==> src/rtl/alu_acc_sequencer_if.sv <==
// ---------------------------------------------------------------------------
// alu_acc_sequencer_if
// Command / response handshake bundle for the ALU accumulator sequencer.
//   cmd_valid   : upstream has a command
//   cmd_ready   : sequencer can take a command (IDLE only)
//   cmd_op      : 4-bit command opcode
//   cmd_operand : 16-bit operand B or LOAD value
//   rsp_valid   : sequencer has a response
//   rsp_ready   : downstream takes the response
//   rsp_error   : per-op error code (2'b11 = illegal opcode)
// master = command producer / response consumer, slave = the sequencer.
// ---------------------------------------------------------------------------
interface alu_acc_sequencer_if;
  logic        cmd_valid;
  logic        cmd_ready;
  logic [3:0]  cmd_op;
  logic [15:0] cmd_operand;
  logic        rsp_valid;
  logic        rsp_ready;
  logic [1:0]  rsp_error;

  modport master (
    output cmd_valid, cmd_op, cmd_operand, rsp_ready,
    input  cmd_ready, rsp_valid, rsp_error
  );

  modport slave (
    input  cmd_valid, cmd_op, cmd_operand, rsp_ready,
    output cmd_ready, rsp_valid, rsp_error
  );
endinterface

==> src/rtl/alu_acc_sequencer.sv <==
// ---------------------------------------------------------------------------
// alu_acc_sequencer
// Sequential front-end for a combinational 16-bit ALU. Accepts commands over
// a valid/ready handshake, drives the ALU with acc_lo as A and the command
// operand as B, holds the ALU inputs for SETTLE_CYCLES, captures the 32-bit
// result into the accumulator pair and returns a response over a second
// valid/ready handshake.
// Ports:
//   clk        : rising-edge clock
//   rst        : asynchronous active-low reset
//   bus        : command/response handshake (slave modport)
//   alu_a/b/op : ALU operand A, operand B, opcode (registered, held)
//   alu_result : ALU 32-bit result
//   alu_error  : ALU error, bit0 add/sub overflow, bit1 divide by zero
//   acc_lo/hi  : accumulator low/high words
//   err_sticky : OR of all captured ALU errors since reset/CLEAR
//   ops_done   : completed responses, wraps modulo 2^CNT_W
// ---------------------------------------------------------------------------
module alu_acc_sequencer #(
  parameter int SETTLE_CYCLES = 1,
  parameter int CNT_W         = 16
) (
  input  logic                 clk,
  input  logic                 rst,
  alu_acc_sequencer_if.slave   bus,
  output logic [15:0]          alu_a,
  output logic [15:0]          alu_b,
  output logic [3:0]           alu_op,
  input  logic [31:0]          alu_result,
  input  logic [1:0]           alu_error,
  output logic [15:0]          acc_lo,
  output logic [15:0]          acc_hi,
  output logic [1:0]           err_sticky,
  output logic [CNT_W-1:0]     ops_done
);

  typedef enum logic [1:0] {
    ST_IDLE = 2'd0,
    ST_EXEC = 2'd1,
    ST_RESP = 2'd2
  } state_t;

  localparam logic [3:0] OP_ADD   = 4'd0;
  localparam logic [3:0] OP_SUB   = 4'd1;
  localparam logic [3:0] OP_MUL   = 4'd2;
  localparam logic [3:0] OP_DIV   = 4'd3;
  localparam logic [3:0] OP_MOD   = 4'd4;
  localparam logic [3:0] OP_LOAD  = 4'd5;
  localparam logic [3:0] OP_CLEAR = 4'd6;

  // Out-of-range settle windows fall back to a single cycle.
  localparam logic [3:0] SETTLE_EFF =
    ((SETTLE_CYCLES < 1) || (SETTLE_CYCLES > 15)) ? 4'd1 : SETTLE_CYCLES[3:0];

  state_t             r_state;
  state_t             w_state_nxt;
  logic               r_cmd_ready,  w_cmd_ready_nxt;
  logic               r_rsp_valid,  w_rsp_valid_nxt;
  logic [1:0]         r_rsp_error,  w_rsp_error_nxt;
  logic [15:0]        r_acc_lo,     w_acc_lo_nxt;
  logic [15:0]        r_acc_hi,     w_acc_hi_nxt;
  logic [1:0]         r_err_sticky, w_err_sticky_nxt;
  logic [CNT_W-1:0]   r_ops_done,   w_ops_done_nxt;
  logic [3:0]         r_cnt,        w_cnt_nxt;
  logic [15:0]        r_alu_a,      w_alu_a_nxt;
  logic [15:0]        r_alu_b,      w_alu_b_nxt;
  logic [3:0]         r_alu_op,     w_alu_op_nxt;

  // State register.
  always_ff @(posedge clk or negedge rst) begin
    if (!rst) begin
      r_state <= ST_IDLE;
    end else begin
      r_state <= w_state_nxt;
    end
  end

  // Next-state and next-value logic for every register in the block.
  always_comb begin
    w_state_nxt      = r_state;
    w_cmd_ready_nxt  = r_cmd_ready;
    w_rsp_valid_nxt  = r_rsp_valid;
    w_rsp_error_nxt  = r_rsp_error;
    w_acc_lo_nxt     = r_acc_lo;
    w_acc_hi_nxt     = r_acc_hi;
    w_err_sticky_nxt = r_err_sticky;
    w_ops_done_nxt   = r_ops_done;
    w_cnt_nxt        = r_cnt;
    w_alu_a_nxt      = r_alu_a;
    w_alu_b_nxt      = r_alu_b;
    w_alu_op_nxt     = r_alu_op;

    case (r_state)
      ST_IDLE: begin
        if (bus.cmd_valid && r_cmd_ready) begin
          w_cmd_ready_nxt = 1'b0;
          case (bus.cmd_op)
            OP_ADD, OP_SUB, OP_MUL, OP_DIV, OP_MOD: begin
              w_alu_a_nxt  = r_acc_lo;
              w_alu_b_nxt  = bus.cmd_operand;
              w_alu_op_nxt = bus.cmd_op;
              w_cnt_nxt    = SETTLE_EFF;
              w_state_nxt  = ST_EXEC;
            end
            OP_LOAD: begin
              w_acc_lo_nxt    = bus.cmd_operand;
              w_acc_hi_nxt    = 16'd0;
              w_rsp_error_nxt = 2'b00;
              w_rsp_valid_nxt = 1'b1;
              w_state_nxt     = ST_RESP;
            end
            OP_CLEAR: begin
              w_acc_lo_nxt     = 16'd0;
              w_acc_hi_nxt     = 16'd0;
              w_err_sticky_nxt = 2'b00;
              w_rsp_error_nxt  = 2'b00;
              w_rsp_valid_nxt  = 1'b1;
              w_state_nxt      = ST_RESP;
            end
            default: begin
              // Illegal opcode: report it without touching accumulator/sticky.
              w_rsp_error_nxt = 2'b11;
              w_rsp_valid_nxt = 1'b1;
              w_state_nxt     = ST_RESP;
            end
          endcase
        end else begin
          w_cmd_ready_nxt = 1'b1;
        end
      end

      ST_EXEC: begin
        // Counter ends at 0 so it reads as idle after capture.
        w_cnt_nxt = r_cnt - 4'd1;
        if (r_cnt <= 4'd1) begin
          w_rsp_error_nxt  = alu_error;
          w_err_sticky_nxt = r_err_sticky | alu_error;
          // Divide-by-zero leaves the accumulator alone; overflow is only flagged.
          if (!alu_error[1]) begin
            w_acc_lo_nxt = alu_result[15:0];
            w_acc_hi_nxt = alu_result[31:16];
          end else begin
            w_acc_lo_nxt = r_acc_lo;
            w_acc_hi_nxt = r_acc_hi;
          end
          w_rsp_valid_nxt = 1'b1;
          w_state_nxt     = ST_RESP;
        end else begin
          w_state_nxt = ST_EXEC;
        end
      end

      ST_RESP: begin
        if (r_rsp_valid && bus.rsp_ready) begin
          w_rsp_valid_nxt = 1'b0;
          w_ops_done_nxt  = r_ops_done + {{(CNT_W-1){1'b0}}, 1'b1};
          w_cmd_ready_nxt = 1'b1;
          w_state_nxt     = ST_IDLE;
        end else begin
          w_state_nxt = ST_RESP;
        end
      end

      default: begin
        w_state_nxt     = ST_IDLE;
        w_rsp_valid_nxt = 1'b0;
        w_cmd_ready_nxt = 1'b1;
      end
    endcase
  end

  // Datapath and output registers.
  always_ff @(posedge clk or negedge rst) begin
    if (!rst) begin
      r_cmd_ready  <= 1'b1;
      r_rsp_valid  <= 1'b0;
      r_rsp_error  <= 2'b00;
      r_acc_lo     <= 16'd0;
      r_acc_hi     <= 16'd0;
      r_err_sticky <= 2'b00;
      r_ops_done   <= {CNT_W{1'b0}};
      r_cnt        <= 4'd0;
      r_alu_a      <= 16'd0;
      r_alu_b      <= 16'd0;
      r_alu_op     <= 4'd0;
    end else begin
      r_cmd_ready  <= w_cmd_ready_nxt;
      r_rsp_valid  <= w_rsp_valid_nxt;
      r_rsp_error  <= w_rsp_error_nxt;
      r_acc_lo     <= w_acc_lo_nxt;
      r_acc_hi     <= w_acc_hi_nxt;
      r_err_sticky <= w_err_sticky_nxt;
      r_ops_done   <= w_ops_done_nxt;
      r_cnt        <= w_cnt_nxt;
      r_alu_a      <= w_alu_a_nxt;
      r_alu_b      <= w_alu_b_nxt;
      r_alu_op     <= w_alu_op_nxt;
    end
  end

  assign bus.cmd_ready = r_cmd_ready;
  assign bus.rsp_valid = r_rsp_valid;
  assign bus.rsp_error = r_rsp_error;
  assign alu_a         = r_alu_a;
  assign alu_b         = r_alu_b;
  assign alu_op        = r_alu_op;
  assign acc_lo        = r_acc_lo;
  assign acc_hi        = r_acc_hi;
  assign err_sticky    = r_err_sticky;
  assign ops_done      = r_ops_done;

endmodule

==> src/flat_wrapper.sv <==
// flat-port wrapper written by rule: the top's interface ports become plain ports
module alu_acc_sequencer_flat 
#(
  parameter int SETTLE_CYCLES = 1,
  parameter int CNT_W         = 16
)
  (clk, rst, alu_a, alu_b, alu_op, alu_result, alu_error, acc_lo, acc_hi, err_sticky, ops_done, bus_cmd_valid, bus_cmd_op, bus_cmd_operand, bus_rsp_ready, bus_cmd_ready, bus_rsp_valid, bus_rsp_error);
  alu_acc_sequencer_if bus_i ();
  input  logic clk;
  input  logic rst;
  output logic [15:0] alu_a;
  output logic [15:0] alu_b;
  output logic [3:0] alu_op;
  input  logic [31:0] alu_result;
  input  logic [1:0] alu_error;
  output logic [15:0] acc_lo;
  output logic [15:0] acc_hi;
  output logic [1:0] err_sticky;
  output logic [CNT_W-1:0] ops_done;
  input wire logic [$bits(bus_i.cmd_valid)-1:0] bus_cmd_valid;
  input wire logic [$bits(bus_i.cmd_op)-1:0] bus_cmd_op;
  input wire logic [$bits(bus_i.cmd_operand)-1:0] bus_cmd_operand;
  input wire logic [$bits(bus_i.rsp_ready)-1:0] bus_rsp_ready;
  output wire logic [$bits(bus_i.cmd_ready)-1:0] bus_cmd_ready;
  output wire logic [$bits(bus_i.rsp_valid)-1:0] bus_rsp_valid;
  output wire logic [$bits(bus_i.rsp_error)-1:0] bus_rsp_error;
  assign bus_i.cmd_valid = bus_cmd_valid;
  assign bus_i.cmd_op = bus_cmd_op;
  assign bus_i.cmd_operand = bus_cmd_operand;
  assign bus_i.rsp_ready = bus_rsp_ready;
  assign bus_cmd_ready = bus_i.cmd_ready;
  assign bus_rsp_valid = bus_i.rsp_valid;
  assign bus_rsp_error = bus_i.rsp_error;
  alu_acc_sequencer #(.SETTLE_CYCLES(SETTLE_CYCLES), .CNT_W(CNT_W)) u_core (.clk(clk), .rst(rst), .bus(bus_i), .alu_a(alu_a), .alu_b(alu_b), .alu_op(alu_op), .alu_result(alu_result), .alu_error(alu_error), .acc_lo(acc_lo), .acc_hi(acc_hi), .err_sticky(err_sticky), .ops_done(ops_done));
endmodule
==> config.mk <==
export PLATFORM = sky130hd
export DESIGN_NAME = alu_acc_sequencer_flat
export DESIGN_NICKNAME = d
export VERILOG_FILES = /design/src/rtl/alu_acc_sequencer_if.sv /design/src/rtl/alu_acc_sequencer.sv /design/src/flat_wrapper.sv
export SDC_FILE = /design/constraint.sdc
export NUM_CORES = 1
export LEC_CHECK = 0
export BUFFER_PORTS_ARGS = -buffer_cell sky130_fd_sc_hd__buf_2
export CAP_MARGIN = 20
export CORE_ASPECT_RATIO = 0.5
export CORE_MARGIN = 3
export CORE_UTILIZATION = 54
export DETAILED_ROUTE_END_ITERATION = 16
export GPL_ROUTABILITY_DRIVEN = 0
export GPL_TIMING_DRIVEN = 0
export PLACE_DENSITY = 0.86
export SYNTH_ARGS = -nofsm -noshare
export SYNTH_HDL_FRONTEND = slang
export SYNTH_SLANG_ARGS = --single-unit
==> constraint.sdc <==
create_clock -name clk -period 4.5 [get_ports clk]
set_input_delay 0.225 -clock clk [delete_from_list [all_inputs] [get_ports clk]]
set_output_delay 0.225 -clock clk [all_outputs]
set_load 0.02 [all_outputs]
Word level (Yosys, flattened, before mapping)
Cells that the tools add are included.

word-level totals
  register bits = 96
  bits of input ports = 58
  output and inout port bits = 90
  word-level logic and storage cells = 84

operators by class
  add/subtract/negate cells = 2
  $lt $le $gt $ge = 1
  equal/unequal tests = 17
  multiplexer cells = 34
  bitwise operators = 2
  reduce and logical (&&, ||, !) cells = 16

operator list
  kind                                                 number
  2-to-1 mux 16 bit                                    7
  case mux 16 bit (2 select lines)                     3
  2-to-1 mux 2 bit                                     9
  adder 16 x 1 -> 16 bit, second input constant        1
  == test 4 x 3 -> 1 bit, second input constant        3
  case mux 2 bit (2 select lines)                      3
  AND reduction 4 bit                                  3
  != test 2 bit, second input constant                 5
  AND reduction 5 bit                                  2
  == test 4 x 2 -> 1 bit, second input constant        2
  2-to-1 mux 4 bit                                     2
  case mux 4 bit (2 select lines)                      1
  2-to-1 mux 1 bit                                     6
  != test 2 x 1 -> 1 bit, second input constant        3
  case mux 1 bit (3 select lines)                      2
  case mux 2 bit (3 select lines)                      1
  AND reduction 3 bit                                  2
  OR reduction 5 bit                                   1
  == test 4 x 1 -> 1 bit, second input constant        1
  <= comparator 4 x 1 -> 1 bit, second input constant  1
  zero test 4 bit                                      1
  AND reduction 2 bit                                  2
  subtractor 4 x 1 -> 4 bit, second input constant     1
  != test 3 bit, second input constant                 1
  other kinds (8)                                      9

Logic depth before layout (Yosys ltp)
  depth in word-level cells = 5
  depth in mapped cells = 8

Worst setup path before layout
OpenSTA, ideal clock, no wires.

  path kind = reg-to-reg
  start = register u_core.r_cnt[0]
  end = register u_core.r_acc_lo[12] (netlist: u_core.acc_lo[12])
  library setup time = 0.125 ns
  data arrival time = 1.801 ns
  setup slack = 2.575 ns
  cell stages (with the launch flop) = 9
  path buffers = 2
  clock period less this slack = 1.925 ns
  cell sequence = dfrtp_1 inv_1 ha_1 nor2_1 nor4b_1 o221a_2 buf_4 buf_6 mux2_2

on the way
  word-level cells in the longest chain between the ends = 3

ends and longest elaborated chain
  item                                     line                      source
  from (decl)                              alu_acc_sequencer.sv:64   logic [3:0] r_cnt, w_cnt_nxt;
  from (signal assigned)                   alu_acc_sequencer.sv:194  r_cnt <= w_cnt_nxt;
  <= comparator 4 x 1 -> 1 bit             alu_acc_sequencer.sv:135  if (r_cnt <= 4'd1) begin
  != test 2 x 1 -> 1 bit (no source line)  -
  AND reduction 5 bit (no source line)     -
  to (signal assigned)                     alu_acc_sequencer.sv:190  r_acc_lo <= w_acc_lo_nxt;
  to (decl)                                alu_acc_sequencer.sv:60   logic [15:0] r_acc_lo, w_acc_lo_nxt;

No other way between the ends.
A chain may end at the register's enable or synchronous reset.

Worst setup path after layout
  start = register u_core.r_cnt[1]
  end = register u_core.r_acc_lo[12] (netlist: u_core.acc_lo[12])

The elaborated chain is that of the path after synthesis.

==> results_dict.tcl <==
set metrics [dict create \
    place_hpwl_mm 6.87 \
    num_vias 3123 \
    drt_iter0_drc 139 \
    fin_skew_ns 0.00592 \
    stdcell_area_mm2 0.00543 \
    area_growth_pct 28.9 \
    slew_violations 0 \
    grt_max_degree 63 \
    yosysUniqueCellTypes 42 \
    yosysTopAreaCell "dfrtp_1" \
    syn_area_per_cell_um2 12.7 \
    startpoint_type "flip-flop" \
    syn_inst 331 \
    std_cell_rows 22 \
    synthesis.nets 392 \
    path_cells "inv_1 -> ha_1 -> nor2_1 -> nor4b_1 -> o221a_2 -> buf_4 -> buf_6 -> mux2_2" \
    core_region_area_mm2 0.00743 \
    cp.required_ns 4.73 \
    r2r_end "u_core.acc_lo[12]" \
    synth-seq-cells 96 \
    synth_sequential_area_ratio 0.571 \
    numPortBuffers 147 \
    rsz0062_at_grt "false" \
    crit_arrival_ns 2.41 \
    cts.path.max_buffers 2 \
    regArea_mm2 0.00240 \
    setup_viol_count_final 0 \
    placed_area_mm2 0.00510 \
    grt_first_pass_wirelength_mm 14.6 \
    n_antenna_cell 0 \
    setup_tns_ns 0 \
    worstSetupPathType "flip-flop to flip-flop" \
    min_path_type "input port to flip-flop" \
    ys.warnings.count 0 \
    root_buffer "clkbuf_16" \
    clock-sinks 96 \
    cts_tree "built" \
    place_inst 575 \
    tightest_slew_ns 0.592 \
    finalHoldViolCount 0 \
    reg2reg_slack_ns 2.32 \
    ant_nets 0 \
    synth_edf_count 0 \
    viasPerCell 5.28 \
    fin_cells 592 \
    cp_slowest_cell "dfrtp_1" \
    syn_area_mm2 0.00421 \
    routed_wl_mm 9.40 \
    synth_flop_cell "dfrtp_1" \
    h-tree-depth 3 \
    r2r_cells 8 \
    status "completed" \
    holdWs_ns 0.115 \
    hold_depth 3 \
    critPathCaptureType "flip-flop" \
    grt_usage 0.215 \
    layout_min_cycle_time_ns 2.18 \
    synthArstFlopShare 1.00 \
    numCtsBuffers 9 \
    cts_setup_buffers 0 \
    max_freq_mhz 459 \
    finalCritPeriodShare 0.484 \
    ys_top_cells_by_area "dfrtp_1 (56%), mux2_2 (14%), mux2i_1 (3.8%), a22o_1 (3.7%), nand2_1 (2.7%)" \
    rr_startpoint "u_core.r_cnt[1]" \
    finalNetCount 552 \
    peakVddDrop_mv 0.416 \
    power_mw 3.64 \
    max_stage_delay_ns 0.40 \
    drive_gt1_frac 0.484 \
    leakage_nw 2.75 \
    start_util 0.566 \
    slew_headroom 0.602 \
    ioPinCount 148 \
    dr.pass1.iters 4 \
    hold_start "alu_result[20]" \
    path_clk_slew_ns 0.06 \
    dieArea_mm2 0.00896 \
    wl_per_cell_um 15.9 \
    clock_latency_ns 0.34 \
    dieWidth_um 131 \
    crit_fanout 10 \
    cap_violations 0 \
    min_to "u_core.acc_hi[4]" \
    ctsResizeCount 0 \
    grt_pass1_vias 2987 \
    synth_top_area_share 0.565 \
    holdBufCountCts 1 \
    die_h_um 68.4 \
    p_per_area_mw_per_mm2 670 \
    fillers 530 \
    multi_input_area_mm2 0.00162 \
    route.detailed.drc 0 \
    overflow 0 \
    antenna_found_initial 0 \
]
## synth_stat cells, drive strengths merged (6+ instances only)
library cell and count:
dfrtp 95, mux2 53, nand2 30, inv 21, a22o 18, mux2i 16
buf 14, xnor2 12, nor2 10, nand3 6, xor2 6
## kinds of logic after synthesis
logic type,share of synthesized area
XOR/XNOR,0.0374
AND/OR/NAND/NOR,0.0951
multiplexers,0.180
adder cells (fa/ha/maj),0.00892
buffers and inverters,0.0446
flip-flops,0.571
AO/OA/AOI/OAI,0.0633
## layout by cell type, fill, tap and decap left out, drive strengths merged, types with 2 or more instances in the layout
cell,count
a31oi,2
a21oi,3
nor4,3
xor2,6
o21ai,4
buf,162
nor3b,2
nor3,4
nand2b,2
xnor2,12
nand4,4
dfrtp,95
mux2i,16
nand3,6
inv,21
mux2,53
ha,3
a22o,18
nor2b,4
o31ai,2
nor2,10
nand2,30
clkinv,5
bufinv,2
clkbuf,11
## worst max path at each step
stage                     depth (start not counted)  slack [ns]            start           endpoint
after floorplan                                   8        2.57  u_core.r_cnt[0]  u_core.acc_lo[12]
after global placement                            1        2.25              rst   u_core.alu_b[14]
after detailed placement                          8        2.37  u_core.r_cnt[1]  u_core.acc_lo[12]
after CTS                                         8        2.34  u_core.r_cnt[1]  u_core.acc_lo[15]
after global routing                              8        2.16  u_core.r_cnt[0]   u_core.acc_lo[4]
final                                             8        2.32  u_core.r_cnt[1]  u_core.acc_lo[12]
## where the power goes
part / internal, mW / switching (mW)
logic: 0.581 / 0.825
registers: 1.20 / 0.216
clock network: 0.487 / 0.324
total: 2.27 / 1.37
## cell type report
| type | count | area share |
|---|---|---|
| clock inverter | 7 | 0.0178 |
| inverter | 21 | 0.0145 |
| multi-input combinational | 198 | 0.298 |
| clock buffer | 9 | 0.0415 |
| timing repair buffer | 149 | 0.143 |
| buffer | 16 | 0.0201 |
| sequential | 96 | 0.443 |
| tap | 96 | 0.0221 |
## routing by layer
| layer | GRT usage | share of wire |
|---|---|---|
| met1 | 0.255 | 0.41 |
| met2 | 0.369 | 0.51 |
| met3 | 0.0857 | 0.069 |
| met4 | 0.0641 | 0.013 |
| met5 | 0 | 0 |
## stage by stage
stage	utilization	setup slack, ns
after floorplan	-	2.57
after global placement	0.682	2.25
after detailed placement	0.686	2.37
after CTS	0.730	2.34
after global routing	0.730	2.16
final	0.730	2.32
## flip-flops by register name, summed over array words and instances (netlist names)
register,count
u_core.ops_done,16
u_core.acc_lo,16
u_core.alu_b,16
u_core.r_state,2
u_core.bus.rsp_valid,1
u_core.bus.cmd_ready,1
u_core.err_sticky,2
u_core.alu_a,16
u_core.acc_hi,16
u_core.alu_op,4
u_core.r_cnt,4
u_core.bus.rsp_error,2
## worst max-delay path: cells and delay by family, from the launching register on
kind | cells | cell delay (ns)
and+or+nand+nor | 2 | 0.45
adders and majority gates | 1 | 0.17
buffers and inverters | 3 | 0.43
DFF | 1 | 0.40
muxes | 1 | 0.35
AOI/OAI and AO/OA | 1 | 0.27
(Power assumes the default switching activity.)
